`config.mk`:
```
export PLATFORM = sky130hd
export DESIGN_NAME = dma_job_queue
export DESIGN_NICKNAME = d
export VERILOG_FILES = /design/src/rtl/dma_job_queue.sv
export SDC_FILE = /design/constraint.sdc
export NUM_CORES = 1
export LEC_CHECK = 0
export ABC_AREA = 1
export CORE_MARGIN = 2
export CORE_UTILIZATION = 40
export DETAILED_ROUTE_END_ITERATION = 10
export GPL_ROUTABILITY_DRIVEN = 0
export PLACE_DENSITY = 0.62
export SYNTH_ARGS = -nofsm -noshare
export SYNTH_HDL_FRONTEND = slang
export SYNTH_SLANG_ARGS = --single-unit
```
`constraint.sdc`:
```
create_clock -name clk_i -period 32.7 [get_ports clk_i]
set_clock_uncertainty 0.05 [all_clocks]
set_input_delay 9.81 -clock clk_i [delete_from_list [all_inputs] [get_ports clk_i]]
set_output_delay 9.81 -clock clk_i [all_outputs]
set_load 0.02 [all_outputs]
```
`src/rtl/dma_job_queue.sv`:
```
// dma_job_queue: request FIFO between the register frontend and the N-D midend.
// Each accepted job gets a transfer ID. IDs run 1 .. 2^IdWidth-1 and then wrap
// back to 1; ID 0 is reserved and means "nothing done". Retirements come from the
// midend response stream and are counted against the outstanding-job counter.
module dma_job_queue #(
    parameter int Depth          = 4,
    parameter int ReqWidth       = 256,
    parameter int IdWidth        = 16,
    parameter int MaxOutstanding = 8
) (
    input  logic                       clk_i,
    input  logic                       rst_i,
    input  logic [ReqWidth-1:0]        fe_req_i,
    input  logic                       fe_valid_i,
    output logic                       fe_ready_o,
    output logic [ReqWidth-1:0]        me_req_o,
    output logic                       me_valid_o,
    input  logic                       me_ready_i,
    input  logic                       me_rsp_valid_i,
    output logic                       me_rsp_ready_o,
    output logic [IdWidth-1:0]         next_id_o,
    output logic [IdWidth-1:0]         done_id_o,
    output logic [$clog2(Depth):0]     level_o,
    output logic                       busy_o,
    output logic                       err_o,
    input  logic                       clear_err_i
);

    localparam int PtrW = $clog2(Depth);
    localparam int LvlW = PtrW + 1;
    localparam int OutW = $clog2(MaxOutstanding + 1);

    // Advance a transfer ID, skipping the reserved value 0 on wrap.
    function automatic logic [IdWidth-1:0] id_inc(input logic [IdWidth-1:0] id);
        logic [IdWidth-1:0] nxt;
        if (id == {IdWidth{1'b1}}) begin
            nxt = IdWidth'(1);
        end else begin
            nxt = id + IdWidth'(1);
        end
        return nxt;
    endfunction

    logic [ReqWidth-1:0] mem_q [Depth];
    logic [PtrW-1:0]     wr_ptr_q, wr_ptr_d;
    logic [PtrW-1:0]     rd_ptr_q, rd_ptr_d;
    logic [LvlW-1:0]     level_q, level_d;
    logic [OutW-1:0]     outst_q, outst_d;
    logic [IdWidth-1:0]  next_id_q, next_id_d;
    logic [IdWidth-1:0]  done_id_q, done_id_d;
    logic                err_q, err_d;

    logic full_s;
    logic empty_s;
    logic can_accept_s;
    logic push_s;
    logic pop_s;
    logic retire_ok_s;
    logic retire_bad_s;

    // Handshake decode; ready depends only on registered state (and reset), never on me_ready_i.
    always_comb begin
        full_s       = (level_q == LvlW'(Depth));
        empty_s      = (level_q == {LvlW{1'b0}});
        can_accept_s = !full_s && (outst_q < OutW'(MaxOutstanding));
        fe_ready_o   = !rst_i && can_accept_s;
        push_s       = fe_valid_i && fe_ready_o;
        pop_s        = !empty_s && me_ready_i;
        retire_ok_s  = me_rsp_valid_i && (outst_q != {OutW{1'b0}});
        retire_bad_s = me_rsp_valid_i && (outst_q == {OutW{1'b0}});
    end

    // Next-state for pointers, level, outstanding count, IDs and sticky error.
    always_comb begin
        wr_ptr_d  = wr_ptr_q;
        rd_ptr_d  = rd_ptr_q;
        level_d   = level_q;
        outst_d   = outst_q;
        next_id_d = next_id_q;
        done_id_d = done_id_q;
        err_d     = err_q;

        if (push_s) begin
            wr_ptr_d  = wr_ptr_q + PtrW'(1);
            next_id_d = id_inc(next_id_q);
        end else begin
            wr_ptr_d  = wr_ptr_q;
            next_id_d = next_id_q;
        end

        if (pop_s) begin
            rd_ptr_d = rd_ptr_q + PtrW'(1);
        end else begin
            rd_ptr_d = rd_ptr_q;
        end

        case ({push_s, pop_s})
            2'b10:   level_d = level_q + LvlW'(1);
            2'b01:   level_d = level_q - LvlW'(1);
            default: level_d = level_q;
        endcase

        case ({push_s, retire_ok_s})
            2'b10:   outst_d = outst_q + OutW'(1);
            2'b01:   outst_d = outst_q - OutW'(1);
            default: outst_d = outst_q;
        endcase

        if (retire_ok_s) begin
            done_id_d = id_inc(done_id_q);
        end else begin
            done_id_d = done_id_q;
        end

        // A fresh illegal retire wins over a simultaneous clear.
        if (retire_bad_s) begin
            err_d = 1'b1;
        end else if (clear_err_i) begin
            err_d = 1'b0;
        end else begin
            err_d = err_q;
        end
    end

    // Control and bookkeeping registers with asynchronous reset.
    always_ff @(posedge clk_i or posedge rst_i) begin
        if (rst_i) begin
            wr_ptr_q  <= {PtrW{1'b0}};
            rd_ptr_q  <= {PtrW{1'b0}};
            level_q   <= {LvlW{1'b0}};
            outst_q   <= {OutW{1'b0}};
            next_id_q <= IdWidth'(1);
            done_id_q <= {IdWidth{1'b0}};
            err_q     <= 1'b0;
        end else begin
            wr_ptr_q  <= wr_ptr_d;
            rd_ptr_q  <= rd_ptr_d;
            level_q   <= level_d;
            outst_q   <= outst_d;
            next_id_q <= next_id_d;
            done_id_q <= done_id_d;
            err_q     <= err_d;
        end
    end

    // Payload storage; contents need no reset because the head is masked while empty.
    always_ff @(posedge clk_i) begin
        if (push_s) begin
            mem_q[wr_ptr_q] <= fe_req_i;
        end
    end

    // Output mapping from registered state.
    always_comb begin
        me_valid_o     = !empty_s;
        if (empty_s) begin
            me_req_o = {ReqWidth{1'b0}};
        end else begin
            me_req_o = mem_q[rd_ptr_q];
        end
        me_rsp_ready_o = 1'b1;
        next_id_o      = next_id_q;
        done_id_o      = done_id_q;
        level_o        = level_q;
        busy_o         = (outst_q != {OutW{1'b0}});
        err_o          = err_q;
    end

endmodule

```
== Yosys cells after proc, flatten, opt, wreduce, memory -nomap -nowiden ==
Memories as Yosys holds them, arrays and structs flattened.
Cells that the tools add are included.
Widths: inputs -> output; s select.
Word-level totals
  register bits after elaboration: 44
  memory bits (writable): 1024
  input port bits: 262
  output and inout port bits: 296
  memories: 1
Cells by class
  add/subtract/negate cells: 8
  magnitude comparators: 1
  equal/unequal tests: 7
  mux-type cells: 9
  reduce and logical (&&, ||, !) cells: 15
Memory list
  mem_q: depth 4, width 256, rd ports 1, clocked after Yosys merged registers in 0, write ports 1, line 44  | logic [ReqWidth-1:0] mem_q [Depth];
Operator list (count)
  $mux 256: 1
  $add 16x1->16 const B: 2
  $eq 16x16->1 const B: 2
  $mux 16: 2
  $pmux 4 s2: 1
  $logic_and 1x1->1: 6
  $pmux 3 s2: 1
  $reduce_bool 2->1: 3
  $add 2x1->2 const B: 2
  $add 4x1->4 const B: 1
  $eq 2x1->1 const B: 2
  $eq 2x2->1 const B: 2
  $logic_not 4->1: 1
  $lt 4x4->1 const B: 1
  $mux 1: 4
  $reduce_bool 4->1: 1
  $sub 4x1->4 const B: 1
  $add 3x1->3 const B: 1
  $eq 3x3->1 const B: 1
  $logic_not 1->1: 3
  $logic_not 3->1: 1
  $sub 3x1->3 const B: 1

== Logic depth before layout (Yosys ltp) ==
  depth after elaboration: 7
  gate-level depth with buffers: 14

== Least setup slack after synthesis ==
Ideal clock, no wire load.
  path type: input to register
  from: in rst_i
  to: mem mem_q[0][0] (enable)
  library setup time: 877 ps
  arrival time: 20878 ps
  required time: 31773 ps
  path slack: 10895 ps
  stages: 4
  buffers on the path: 1
  path through: nor2_1 > nand3_1 > buf_4 > nor2_1
On the way
  longest elaborated chain between the ends: 5
RTL lines
  start, declared: line 12  | input logic rst_i,
  $logic_not 1->1 (no line)
  $logic_and 1x1->1: line 66  | fe_ready_o = !rst_i && can_accept_s;
  $logic_and 1x1->1: line 67  | push_s = fe_valid_i && fe_ready_o;
  $mux 1: line 148  | if (push_s) begin
  $mux 1 (not written as such): line 149  | mem_q[wr_ptr_q] <= fe_req_i;
  end, declared: line 44
Every way passes these cells.

== Final worst setup path ==
  from: in rst_i
  to: out fe_ready_o
On the way
  longest elaborated chain between the ends: 2
RTL lines
  $logic_not 1->1 (no line)
  $logic_and 1x1->1: line 66
  end, declared: line 15  | output logic fe_ready_o,
Every way passes these cells.

==> impl_results.html <==
<table>
<tr><th>Metric</th><th>Value</th></tr>
<tr><th colspan="2">Status</th></tr>
<tr><td>Outcome</td><td>finished clean</td></tr>
<tr><th colspan="2">Final layout</th></tr>
<tr><td>Number of standard cells in the layout, taps in and fillers out</td><td>~5300</td></tr>
<tr><td>Area growth from synthesis to layout</td><td>24.0%</td></tr>
<tr><td>Final Core Density</td><td>50.2%</td></tr>
<tr><td>Net count of the finished layout</td><td>4129</td></tr>
<tr><td>Share of cells above drive strength 1</td><td>about 5.3%</td></tr>
<tr><td>Area of all placed cells without fillers</td><td>0.0521 mm²</td></tr>
<tr><th colspan="2">Setup path</th></tr>
<tr><td>Worst-path maximum fanout</td><td>2</td></tr>
<tr><td>Arrival time worst endpoint</td><td>11150 ps</td></tr>
<tr><td>Worst setup SP type</td><td>input pin</td></tr>
<tr><td>WS Path Type</td><td>in -&gt; out</td></tr>
<tr><td>Critical Path Most Common Cell</td><td>sky130_fd_sc_hd__clkdlybuf4s50_1</td></tr>
<tr><td>Top cell family by delay on the critical path</td><td>buffers and inverters</td></tr>
<tr><td>Critical path's largest stage delay</td><td>590 ps</td></tr>
<tr><td>Sequence of cells on the critical path</td><td>clkdlybuf4s50_1, nor2_1, nand2_1, inv_1, clkdlybuf4s50_1</td></tr>
<tr><td>CP endpoint kind</td><td>output pin</td></tr>
<tr><td>Data required time at the worst endpoint</td><td>between 20000 and 25000 ps</td></tr>
<tr><td>Buffers &amp; Inverters on Critical Path</td><td>3</td></tr>
<tr><td>Critical path's slowest cell</td><td>sky130_fd_sc_hd__clkdlybuf4s50_1</td></tr>
<tr><th colspan="2">Pwr</th></tr>
<tr><td>Peak VDD IR</td><td>0.102 mV</td></tr>
<tr><td>LEAKAGE</td><td>17.4 nW</td></tr>
<tr><td>Power density over the cells</td><td>95.7 mW/mm²</td></tr>
<tr><td>Total power of the final layout</td><td>4.99 mW</td></tr>
<tr><th colspan="2">Floorplan</th></tr>
<tr><td>Total I/O pin count</td><td>558</td></tr>
<tr><td>Chip Height</td><td>328 µm</td></tr>
<tr><td>DIE WIDTH</td><td>328 µm</td></tr>
<tr><td>Total core area</td><td>about 0.10 mm²</td></tr>
<tr><td>Number of placement rows</td><td>118</td></tr>
<tr><td>Initial Utilization</td><td>roughly 40%</td></tr>
<tr><td>DIE AREA</td><td>between 0.1 and 0.15 mm²</td></tr>
<tr><th colspan="2">Synth</th></tr>
<tr><td>Number of distinct library cells after synthesis</td><td>26</td></tr>
<tr><td>Total of warnings raised by yosys</td><td>0</td></tr>
<tr><td>Portion of synthesized cell area occupied by the leading cell type</td><td>between 70% and 80%</td></tr>
<tr><td>Most frequent cell after synthesis</td><td>sky130_fd_sc_hd__nor2_1</td></tr>
<tr><td>Synthesized area per cell</td><td>12.5 µm²</td></tr>
<tr><td>Fraction of registers with async set or reset after synthesis</td><td>4.12%</td></tr>
<tr><td>Area fraction in and, or, nand and nor cells after synthesis</td><td>11.1%</td></tr>
<tr><td>Dominant cell type by area after synthesis</td><td>sky130_fd_sc_hd__edfxtp_1</td></tr>
<tr><td>Most frequent cells after synthesis</td><td>sky130_fd_sc_hd__nor2_1, sky130_fd_sc_hd__edfxtp_1, sky130_fd_sc_hd__o21ai_0</td></tr>
<tr><td>Ranking of synthesized cells by area</td><td>sky130_fd_sc_hd__edfxtp_1, sky130_fd_sc_hd__nor2_1, sky130_fd_sc_hd__o21ai_0</td></tr>
<tr><td>Count of flip-flops with a built-in enable after synthesis</td><td>1024</td></tr>
<tr><td>Largest family of logic cells by synthesized area</td><td>simple AND/OR/NAND/NOR gates</td></tr>
<tr><td>Total standard cell area after synthesis</td><td>0.0420 mm²</td></tr>
<tr><td>Synthesized-area fraction occupied by xor and xnor cells</td><td>less than 1%</td></tr>
<tr><td>Adder and majority gate portion of the synthesized area</td><td>0.345%</td></tr>
<tr><td>Synthesis-stage register bit count</td><td>1068</td></tr>
<tr><td>Cell count after synthesis</td><td>3354</td></tr>
<tr><td>Ys flop type</td><td>sky130_fd_sc_hd__edfxtp_1</td></tr>
<tr><td>Mux cell area share after synthesis</td><td>0%</td></tr>
<tr><td>Compound-cell area share of the yosys netlist</td><td>9.46%</td></tr>
<tr><td>Number of nets produced by synthesis</td><td>3627</td></tr>
<tr><td>Share of the yosys chip area belonging to registers</td><td>between 70% and 80%</td></tr>
<tr><th colspan="2">Placed design</th></tr>
<tr><td>Count of buffers inserted at the top-level ports</td><td>between 500 and 600</td></tr>
<tr><td>Placement-stage cell area</td><td>between 0.04 and 0.05 mm²</td></tr>
<tr><td>Worst slack, placed</td><td>approximately 12000 ps</td></tr>
<tr><td>Post-DP HPWL</td><td>60100 µm</td></tr>
<tr><td>Instance count after placement with tap cells included</td><td>5124</td></tr>
<tr><th colspan="2">Clocking</th></tr>
<tr><td>Setup Buffers After CTS</td><td>0</td></tr>
<tr><td>CTS tree</td><td>built</td></tr>
<tr><td>CTS HTree Levels</td><td>3</td></tr>
<tr><td>TritonCTS buffer count</td><td>110</td></tr>
<tr><td>Buffer cell driving the clock tree root</td><td>sky130_fd_sc_hd__clkbuf_16</td></tr>
<tr><td>Clk sink count</td><td>about 1100</td></tr>
<tr><td>CTS max path bufs</td><td>3</td></tr>
<tr><td>CTS resizes</td><td>0</td></tr>
<tr><td>Reg clk slew, reported paths</td><td>60 ps</td></tr>
<tr><td># hold bufs at CTS</td><td>0</td></tr>
<tr><td>Worst-skew pair later-pin latency</td><td>around 700 ps</td></tr>
<tr><th colspan="2">Drt</th></tr>
<tr><td>Routed wire length</td><td>105000 µm</td></tr>
<tr><td>Total number of vias</td><td>26800</td></tr>
<tr><td>Detailed-routing iteration count for the pre-antenna-repair pass</td><td>5</td></tr>
<tr><td>Via density</td><td>5.02</td></tr>
<tr><td>Routed wire per std cell</td><td>19.7 µm</td></tr>
<tr><td>Number of nets with antenna violations after routing</td><td>0</td></tr>
<tr><td>Initial detailed-routing violation count</td><td>around 1900</td></tr>
<tr><td>Drt drc</td><td>0</td></tr>
<tr><th colspan="2">Job</th></tr>
<tr><td>Max-cap violation count</td><td>0</td></tr>
<tr><th colspan="2">Timing</th></tr>
<tr><td>RSZ-0062 raised after global routing</td><td>no</td></tr>
<tr><td>Worst slew slack as a fraction of its limit</td><td>21.4%</td></tr>
<tr><td>Setup slack after layout</td><td>about 12000 ps</td></tr>
<tr><td>Final max-slew violation count</td><td>0</td></tr>
<tr><td>Final worst hold slack</td><td>449 ps</td></tr>
<tr><td>Fin crit period</td><td>21010 ps</td></tr>
<tr><td>Final cycle utilization of the critical path</td><td>around 64%</td></tr>
<tr><td>FMAX</td><td>around 0.048 GHz</td></tr>
<tr><td>Transition time at the pin with the least slew margin</td><td>1180 ps</td></tr>
<tr><td>Final setup violation count</td><td>0</td></tr>
<tr><td>Total negative slack</td><td>0 ps</td></tr>
<tr><td>Final hold vios</td><td>0</td></tr>
<tr><th colspan="2">Global route</th></tr>
<tr><td>First-pass GRT wire length</td><td>156000 µm</td></tr>
<tr><td>Antenna violations before repair</td><td>12</td></tr>
<tr><td>GRT Residual Overflow</td><td>0</td></tr>
<tr><td>Vias in the first global route</td><td>25400</td></tr>
<tr><td>Global-route total usage across every layer</td><td>between 10% and 20%</td></tr>
<tr><td>Largest net degree at the start of global routing</td><td>200</td></tr>
<tr><th colspan="2">Min path</th></tr>
<tr><td>Min-Delay Path Class</td><td>reg -&gt; reg</td></tr>
</table>
[state kept, by name (all words and copies together), names as in the netlist]
| name | cells |
|---|---|
| mem_q | 1024 |
| done_id_o | 16 |
| next_id_o | 16 |
| outst_q | 4 |
| level_o | 3 |
| rd_ptr_q | 2 |
| wr_ptr_q | 2 |
| err_o | 1 |
[worst register-to-register path, delay by kind of cell, from the launching register on]
kind / cells / cell delay, ps
flip-flops: 1 / 440
AND/OR/NAND/NOR: 3 / 730
buffers and inverters: 4 / 2390
[area by class of cell]
type                            instances  area [µm²]
Multi-Input combinational cell       2040        8960
Timing Repair Buffer                  592        5860
Fill cell                            8887       51700
Tap cell                             1380        1730
Clock inverter                         66         563
Inverter                               44         188
Sequential cell                      1068       31900
Clock buffer                          144        2940
Antenna cell                            6        15.0
[power breakdown]
part           switching (mW)  total, mW  internal [mW]
clock network           0.518       1.19          0.677
registers              0.0609       1.69           1.63
logic                    1.32       2.11          0.783
total                    1.90       4.99           3.09
[layer usage]
| metal | wire (µm) | track usage [%] | share of wire, % |
|---|---|---|---|
| met1 | 42900 | 23.9 | 41 |
| met2 | 53500 | 32.6 | 51 |
| met3 | 6410 | 4.82 | 6.1 |
| met4 | 2490 | 5.54 | 2.4 |
| met5 | 91 | 0 | 0.086 |
[cells by family (layout without fill, tap and decap cells)]
group	after synthesis	after routing
compound gates	794	794
xor+xnor	18	18
other cells	1	7
flops	1068	1068
buf+inv	246	846
simple gates	1216	1216
fa+ha+maj	11	11
[final timing paths]
kind / startpoint / to / slack [ps] / cells after the start
max: rst_i / fe_ready_o / 11690 / 5
max in group asynchronous: rst_i / rd_ptr_q[1] / 22210 / 2
min reg2reg: next_id_o[0] / next_id_o[0] / 450 / 2
min: next_id_o[0] / next_id_o[0] / 450 / 2
min in group asynchronous: rst_i / outst_q[3] / 9660 / 2
max reg2reg: outst_q[3] / mem_q[1][4] / 28680 / 7
[cell usage in the layout (no fill, tap or decap), drive strengths merged, types with 6 or more instances in the layout]
cell and n:
nor2 1085, edfxtp 1024, clkdlybuf4s50 556, o21ai 525, a21oi 268, clkbuf 144
nand2 91, clkinv 53, inv 47, dfrtp 43, buf 36, nand3 27
ha 10, nand4 9, xnor2 9, xor2 9, diode 6
Power figures use the tool's default switching activity.
